[config.mk]
export PLATFORM = sky130hd
export DESIGN_NAME = dcache_responder
export DESIGN_NICKNAME = d
export VERILOG_FILES = /design/src/rtl/cpu_types_pkg.sv /design/src/rtl/dcache_frame_array.sv /design/src/rtl/dcache_responder.sv
export SDC_FILE = /design/constraint.sdc
export NUM_CORES = 2
export LEC_CHECK = 0
export CAP_MARGIN = 5
export CORE_UTILIZATION = 55
export DETAILED_ROUTE_END_ITERATION = 10
export PLACE_DENSITY = 0.72
export SLEW_MARGIN = 20
export SYNTH_ARGS = -nofsm -noshare
export SYNTH_HDL_FRONTEND = slang
export SYNTH_SLANG_ARGS = --single-unit
[constraint.sdc]
create_clock -name CLK -period 97.4 [get_ports CLK]
set_input_delay 9.74 -clock CLK [delete_from_list [all_inputs] [get_ports CLK]]
set_output_delay 9.74 -clock CLK [all_outputs]
set_load 0.02 [all_outputs]
[src/rtl/cpu_types_pkg.sv]
// Shared datapath/cache types: word, dcache address split, frame layout, responder states.
// Pure type/constant definitions, no logic.
package cpu_types_pkg;

    typedef logic [31:0] word_t;

    localparam int DC_SETS = 16;
    localparam int DC_IDXW = 4;
    localparam int DC_TAGW = 32 - 3 - DC_IDXW;

    typedef struct packed {
        logic [DC_TAGW-1:0] tag;
        logic [DC_IDXW-1:0] idx;
        logic               blkoff;
        logic [1:0]         bytoff;
    } dcache_addr_t;

    typedef struct packed {
        logic               valid;
        logic               dirty;
        logic [DC_TAGW-1:0] tag;
        word_t [1:0]        data;
    } dcache_frame_t;

    typedef enum logic [3:0] {
        IDLE, WB0, WB1, LD0, LD1, FLUSH, FWB0, FWB1, DONE
    } dcache_state_t;

    function automatic word_t dc_word_addr(input logic [DC_TAGW-1:0] tag,
                                           input logic [DC_IDXW-1:0] idx,
                                           input logic               blk);
        return {tag, idx, blk, 2'b00};
    endfunction

endpackage

[src/rtl/dcache_frame_array.sv]
// Direct-mapped frame storage: one combinational read port, one write port with per-field enables.
// Writes land on the rising edge; reset clears every frame (invalid, clean).
module dcache_frame_array
    import cpu_types_pkg::*;
#(
    parameter int SETS = DC_SETS,
    parameter int IDXW = DC_IDXW
) (
    input  logic            CLK,
    input  logic            RST,
    input  logic [IDXW-1:0] rd_idx_i,
    output dcache_frame_t   rd_frame_o,
    input  logic [IDXW-1:0] wr_idx_i,
    input  logic            wr_valid_en_i,
    input  logic            wr_dirty_en_i,
    input  logic            wr_tag_en_i,
    input  logic [1:0]      wr_data_en_i,
    input  dcache_frame_t   wr_frame_i
);

    dcache_frame_t frames_q [SETS];

    assign rd_frame_o = frames_q[rd_idx_i];

    always_ff @(posedge CLK or posedge RST) begin
        if (RST) begin
            for (int i = 0; i < SETS; i++) begin
                frames_q[i] <= '0;
            end
        end else begin
            if (wr_valid_en_i)   frames_q[wr_idx_i].valid   <= wr_frame_i.valid;
            if (wr_dirty_en_i)   frames_q[wr_idx_i].dirty   <= wr_frame_i.dirty;
            if (wr_tag_en_i)     frames_q[wr_idx_i].tag     <= wr_frame_i.tag;
            if (wr_data_en_i[0]) frames_q[wr_idx_i].data[0] <= wr_frame_i.data[0];
            if (wr_data_en_i[1]) frames_q[wr_idx_i].data[1] <= wr_frame_i.data[1];
        end
    end

endmodule

[src/rtl/dcache_responder.sv]
// Direct-mapped write-back/write-allocate dcache: 0-cycle hits in IDLE, blocking word-serial miss path,
// flush of all dirty frames on halt. Memory requests hold stable while dwait is high.
module dcache_responder
    import cpu_types_pkg::*;
#(
    parameter int SETS = DC_SETS,
    parameter int IDXW = DC_IDXW
) (
    input  logic  CLK,
    input  logic  RST,
    input  logic  dmemREN,
    input  logic  dmemWEN,
    input  word_t dmemaddr,
    input  word_t dmemstore,
    input  logic  halt,
    output logic  dhit,
    output word_t dmemload,
    output logic  flushed,
    output logic  dREN,
    output logic  dWEN,
    output word_t daddr,
    output word_t dstore,
    input  word_t dload,
    input  logic  dwait
);

    dcache_state_t   state_q, state_d;
    logic [IDXW-1:0] fidx_q, fidx_d;

    dcache_addr_t    req;
    dcache_frame_t   frame;
    logic [IDXW-1:0] rd_idx;
    logic            req_vld, tag_hit, flush_st, last_idx;

    logic            wr_valid_en, wr_dirty_en, wr_tag_en;
    logic [1:0]      wr_data_en;
    dcache_frame_t   wr_frame;

    assign req      = dcache_addr_t'(dmemaddr);
    assign req_vld  = dmemREN | dmemWEN;
    // Flush walks the array by its own index; everything else is addressed by the request.
    assign flush_st = (state_q == FLUSH) || (state_q == FWB0) || (state_q == FWB1);
    assign rd_idx   = flush_st ? fidx_q : req.idx;
    assign tag_hit  = frame.valid && (frame.tag == req.tag);
    assign last_idx = (fidx_q == IDXW'(SETS - 1));

    dcache_frame_array #(
        .SETS (SETS),
        .IDXW (IDXW)
    ) u_frames (
        .CLK           (CLK),
        .RST           (RST),
        .rd_idx_i      (rd_idx),
        .rd_frame_o    (frame),
        .wr_idx_i      (rd_idx),
        .wr_valid_en_i (wr_valid_en),
        .wr_dirty_en_i (wr_dirty_en),
        .wr_tag_en_i   (wr_tag_en),
        .wr_data_en_i  (wr_data_en),
        .wr_frame_i    (wr_frame)
    );

    always_ff @(posedge CLK or posedge RST) begin
        if (RST) begin
            state_q <= IDLE;
            fidx_q  <= '0;
        end else begin
            state_q <= state_d;
            fidx_q  <= fidx_d;
        end
    end

    always_comb begin
        state_d     = state_q;
        fidx_d      = fidx_q;
        dhit        = 1'b0;
        dmemload    = '0;
        flushed     = 1'b0;
        dREN        = 1'b0;
        dWEN        = 1'b0;
        daddr       = '0;
        dstore      = '0;
        wr_valid_en = 1'b0;
        wr_dirty_en = 1'b0;
        wr_tag_en   = 1'b0;
        wr_data_en  = '0;
        wr_frame    = '0;

        unique case (state_q)
            IDLE: begin
                if (req_vld) begin
                    if (tag_hit) begin
                        dhit = 1'b1;
                        if (dmemWEN) begin
                            wr_data_en[req.blkoff]    = 1'b1;
                            wr_frame.data[req.blkoff] = dmemstore;
                            wr_dirty_en               = 1'b1;
                            wr_frame.dirty            = 1'b1;
                        end else begin
                            dmemload = frame.data[req.blkoff];
                        end
                    end else if (frame.valid && frame.dirty) begin
                        state_d = WB0;
                    end else begin
                        state_d = LD0;
                    end
                end else if (halt) begin
                    state_d = FLUSH;
                    fidx_d  = '0;
                end
            end
            WB0, FWB0: begin
                dWEN   = 1'b1;
                daddr  = dc_word_addr(frame.tag, rd_idx, 1'b0);
                dstore = frame.data[0];
                if (!dwait) state_d = (state_q == WB0) ? WB1 : FWB1;
            end
            WB1: begin
                dWEN   = 1'b1;
                daddr  = dc_word_addr(frame.tag, rd_idx, 1'b1);
                dstore = frame.data[1];
                if (!dwait) state_d = LD0;
            end
            FWB1: begin
                dWEN   = 1'b1;
                daddr  = dc_word_addr(frame.tag, rd_idx, 1'b1);
                dstore = frame.data[1];
                if (!dwait) begin
                    wr_dirty_en = 1'b1;
                    if (last_idx) begin
                        state_d = DONE;
                    end else begin
                        fidx_d  = fidx_q + IDXW'(1);
                        state_d = FLUSH;
                    end
                end
            end
            LD0: begin
                dREN  = 1'b1;
                daddr = dc_word_addr(req.tag, req.idx, 1'b0);
                if (!dwait) begin
                    wr_data_en[0]    = 1'b1;
                    wr_frame.data[0] = dload;
                    state_d          = LD1;
                end
            end
            LD1: begin
                dREN  = 1'b1;
                daddr = dc_word_addr(req.tag, req.idx, 1'b1);
                if (!dwait) begin
                    wr_data_en[1]    = 1'b1;
                    wr_frame.data[1] = dload;
                    wr_valid_en      = 1'b1;
                    wr_dirty_en      = 1'b1;
                    wr_tag_en        = 1'b1;
                    wr_frame.valid   = 1'b1;
                    wr_frame.tag     = req.tag;
                    state_d          = IDLE;
                end
            end
            FLUSH: begin
                if (frame.valid && frame.dirty) begin
                    state_d = FWB0;
                end else if (last_idx) begin
                    state_d = DONE;
                end else begin
                    fidx_d = fidx_q + IDXW'(1);
                end
            end
            DONE: begin
                flushed = 1'b1;
            end
            default: begin
                state_d = IDLE;
            end
        endcase
    end

endmodule

* Word level (Yosys, flattened, before mapping) *
Cells that the tools add are included.

word-level totals
  register bits after elaboration = 1464
  latch bits = 0
  bits in writable memories = 0
  memory bits (read-only) = 0
  input bits = 102
  output and inout bits = 100
  logic and storage cells = 209
  memories kept = 0

operators by class
  $add $sub $neg = 1
  $mul = 0
  div/mod/pow operators = 0
  $lt $le $gt $ge = 4
  equal/unequal tests = 21
  shift operators = 0
  mux-type cells = 82
  bitwise operators = 4
  reductions and logical operators = 15

operator list
  operator              number
  $bwmux W1456          5
  $mux W1456            5
  $demux W91 S4         5
  $bmux W91 S4          1
  $mux W32              9
  $mux W91              3
  $mux W64              4
  $pmux W32 S2          3
  $pmux W32 S4          1
  $mux W90              1
  $mux W89              1
  $mux W4               17
  $and A64 B64 Y64      1
  $mux W57              1
  $demux W32 S1         1
  $pmux W4 S8           1
  $eq A25 B25 Y1        1
  $mux W25              1
  $eq A4 B3 Y1 const B  4
  $ne A2 B2 Y1 const B  8
  $mux W1               13
  $pmux W4 S3           1
  $reduce_and A9 Y1     1
  $eq A4 B2 Y1 const B  2
  other kinds (23)      37

* Depth between registers and ports, before layout *
  word-level depth = 21
  mapped depth = 21
  mapped depth without buffers = 11

* Hierarchy *
Synthesis repeated with hierarchy kept, for this count alone.

second synthesis, totals
  cell total of the unflattened synthesis = 4414
  area, all modules = 68628.3 µm²

by module, submodules not included
  module              times used  cells each  area each (µm²)  seq. area each (µm²)
  dcache_frame_array  1           4017        65645.5          36434.9
  dcache_responder    1           397         2982.9           200.2

* Worst setup path before layout *
No wires, ideal clock.

  kind = input to output
  start point = in dmemaddr[3]
  end point = out dmemload[10]
  arrival time = 13364 ps
  required time = 87660 ps
  setup slack = 74296 ps
  cell stages on the path = 15
  path buffers = 5
  cell sequence = clkbuf_1 clkbuf_1 clkbuf_1 mux2i_1 a21oi_1 o21ai_0 or4_1 and3_1 or2_2 a2111oi_0 and4_1 clkbuf_1 nand2b_1 clkbuf_1 nor2_1

between the ends
  word-level cells in the longest chain between the ends = 11
  elaborated cells between the ends (all ways) = 13
  those cells by class = eq/ne: 1; mux: 10; bitwise: 1; reduce/logical: 1

ends and longest elaborated chain
  what                                                    line                      source
  from (decl)                                             dcache_responder.sv:13    input word_t dmemaddr,
  $mux W4 *                                               dcache_responder.sv:43    assign rd_idx = flush_st ? fidx_q : req.idx;
  $not A4 Y5 (not written as such) *                      dcache_frame_array.sv:23  assign rd_frame_o = frames_q[rd_idx_i];
  $bmux W91 S4 *                                          dcache_frame_array.sv:23
  $mux W91 (not written as such) * (2 in a row)           dcache_frame_array.sv:23
  branches (longest 3 deep; another with $eq A25 B25 Y1)  --
  $mux W32 *                                              dcache_responder.sv:92    if (tag_hit) begin
  $mux W32 *                                              dcache_responder.sv:91    if (req_vld) begin
  $mux W32 *                                              dcache_responder.sv:89    unique case (state_q)
  to (decl)                                               dcache_responder.sv:17    output word_t dmemload,

Mark *: on every way between the ends. The select of a mux whose other input is x is not followed.

* Worst setup path after layout *
  start point = in dmemaddr[5]
  end point = out dmemload[0]

The elaborated chain is that of the path after synthesis.

==> results.sh <==
export IMPL_core_um2=132100
export IMPL_cts_htree_levels=4
export IMPL_drt_first_pass_iters=6
export IMPL_finalCritPeriodShare_pct=26.49
export IMPL_synth_area_um2=73680
export IMPL_fmax_ghz=0.03876
export IMPL_crit_path_top_delay_cell="clkdlybuf4s50_1"
export IMPL_gp_congestion=0.8530
export IMPL_final_area_um2=81380
export IMPL_synth_edff_count=0
export IMPL_worstPathArrival_ps=16060
export IMPL_grt_pass1_vias=55753
export IMPL_tightest_slew_ps=1225
export IMPL_synth_async_reset_ratio_pct=100.0
export IMPL_slowest_delay_ps=1080
export IMPL_drc=0
export IMPL_wl_per_cell_um=26.40
export IMPL_layout_commonest_cell="dfrtp_1"
export IMPL_fin_tns_setup_ps=0
export IMPL_drive_above_1_share_pct=21.71
export IMPL_path_clk_slew_ps=60
export IMPL_start_util_pct=55.76
export IMPL_rsz0062_at_grt="false"
export IMPL_synth_seq_cells=1464
export IMPL_antenna_found_initial=12
export IMPL_pin_count=202
export IMPL_cts_setup_buffers=0
export IMPL_final_cell_mix="dfrtp_1 (1463), nand2_1 (1233), mux2_2 (970)"
export IMPL_worst_hold_slack_ps=458.2
export IMPL_path_class="input pin to output port"
export IMPL_cp_startpoint="dmemaddr[5]"
export IMPL_grt_pass1_wl_mm=346.6
export IMPL_path_buf_inv=4
export IMPL_nets=6871
export IMPL_synthFlopType="dfrtp_1"
export IMPL_finalHoldViolations=0
export IMPL_layout_min_cycle_time_ps=25800
export IMPL_min_path_type="flip-flop to flip-flop"
export IMPL_portBuffers=197
export IMPL_grt_total_usage_pct=33.48
export IMPL_drt_iter0_markers=7048
export IMPL_status="completed"
export IMPL_die_area_um2=135400
export IMPL_ys_types=76
export IMPL_area_growth_pct=10.45
export IMPL_cts_resized=0
export IMPL_clock_sinks=1464
export IMPL_finClkSkew_ps=51.00
export IMPL_critical_path_top_delay_family="buffers and inverters"
export IMPL_cts_buffers=154
export IMPL_synthCells=6949
export IMPL_detail_route_antenna_nets=0
export IMPL_ctsRootBufferMaster="clkbuf_16"
export IMPL_grt_ovfl_total=0
export IMPL_leakage_nw=36.87
export IMPL_vias=56624
export IMPL_routed_wl_mm=228.5
export IMPL_die_x_um=368.0
export IMPL_syn_avg_cell_area_um2=10.60
export IMPL_hold_start="u_frames.frames_q[181]$_DFFE_PP0P_"
export IMPL_reg2reg_from="state_q[1]$_DFFE_PP0P_"
export IMPL_finalMaxSlewViolations=0
export IMPL_cp_max_fo=32
export IMPL_synth_seq_area_share_pct=49.72
export IMPL_end_kind="output port"
export IMPL_rows=133
export IMPL_drv_cap=0
export IMPL_die_h_um=368.0
export IMPL_clk_latency_ps=810
export IMPL_ys_warn_count=0
export IMPL_ctsHoldBuffers=0
export IMPL_p_total_mw=1.329
export IMPL_nFillCells=10512
export IMPL_setup_viol=0
export IMPL_cts_path_max_buffers=3
export IMPL_cp_start_kind="input pin"
export IMPL_slew_headroom_pct=17.89
export IMPL_critPathRequiredTime_ps=87660
export IMPL_hpwl_mm=123.9
export IMPL_grt_max_degree=182
export IMPL_p_per_area_nw_per_um2=16.33
export IMPL_cts_tree="done"
export IMPL_vdd_drop_max_mv=0.01667
export IMPL_place_area_um2=76240
export IMPL_vias_per_cell=6.541
export IMPL_path_cells="clkdlybuf4s50_1, o21ai_0, a22oi_2, buf_4, a32oi_1, nand4_1, xor2_1, nand3_1, nor4_1, and4_1, nand2b_2, buf_4, nor2_1, clkdlybuf4s50_1"
[logic make-up after synthesis]
family                     synth area share, %
xor gates and xnor gates                0.1308
DFF                                      49.72
buffers and inverters                    4.626
muxes                                    22.12
and+or+nand+nor                          14.40
other                                 0.005090
adders and majority gates              0.01698
AOI/OAI and AO/OA                        8.978
[where the power goes]
group          switching, mW  internal (mW)
combinational         0.0667         0.0344
clock                  0.252          0.342
sequential           0.00884          0.625
[final cells by class]
type	count	area [um2]	share of cell area, %
timing repair buffer	323	3058	3.758
clock buffer	233	4493	5.521
antenna	7	17.52	0.02152
tap	1755	2196	2.698
clock inverter	50	575.6	0.7072
sequential	1464	36640	45.02
multi-input combinational	4714	33980	41.75
inverter	111	424.2	0.5212
[through the flow]
stage                     setup WS (ps)  util [%]  instances
after detailed placement          71820     57.70       8365
after CTS                         71780     61.54       8648
after global placement            71790     57.69       8364
after global routing              71510     61.58       8652
after floorplan                   46370         -       6950
final                             71600     61.59       8657
[flip-flops by register name, indices dropped and copies added, names as in the netlist]
name / cells
state_q: 4
fidx_q: 4
u_frames.frames_q: 1456
[layer usage]
layer	vias up	part of all wire, %	track usage [%]
li1	24125	-	-
met5	-	0.033	0
met4	10	3.7	12.60
met3	555	10	7.788
met1	28945	41	46.60
met2	2989	45	50.96
[path summary, 6_finish.rpt]
kind / endpoint / slack [ps] / cells past startpoint
max: dmemload[0] / 71600 / 14
min: u_frames.frames_q[181]$_DFFE_PP0P_ / 460 / 1
max reg2reg: u_frames.frames_q[1396]$_DFFE_PP0P_ / 88690 / 16
min reg2reg: u_frames.frames_q[181]$_DFFE_PP0P_ / 460 / 1
max in group asynchronous: fidx_q[0]$_DFFE_PP0P_ / 84570 / 5
min in group asynchronous: u_frames.frames_q[88]$_DFFE_PP0P_ / 9500 / 2
[cells in the mapped netlist (10+ instances only)]
cell type	n	area, um2
a2111oi_0	16	140.1
a211oi_1	86	645.6
a21oi_1	35	175.2
a21oi_2	12	105.1
a21oi_4	20	325.3
a22o_1	61	534.3
a22oi_1	77	578.1
a311oi_1	124	1086
a31o_2	61	534.3
a32oi_1	68	595.6
and2_1	14	87.58
and3_1	97	606.8
buf_1	75	281.5
buf_2	57	285.3
buf_4	30	225.2
buf_6	42	473.0
clkbuf_1	456	1712
dfrtp_1	1464	36640
inv_1	111	416.7
mux2_1	359	4043
mux2_2	970	10920
mux2i_1	117	1171
nand2_1	1245	4673
nand2b_1	159	994.7
nand3_1	614	3073
nand4_1	27	168.9
nor2_1	134	503.0
nor3_1	15	75.07
o211ai_1	29	217.7
o21ai_0	217	1086
o22ai_1	34	212.7
or2_2	11	68.82
or3_1	13	81.33
xor2_1	10	87.58
No activity file was read; power rests on OpenSTA's default activity.
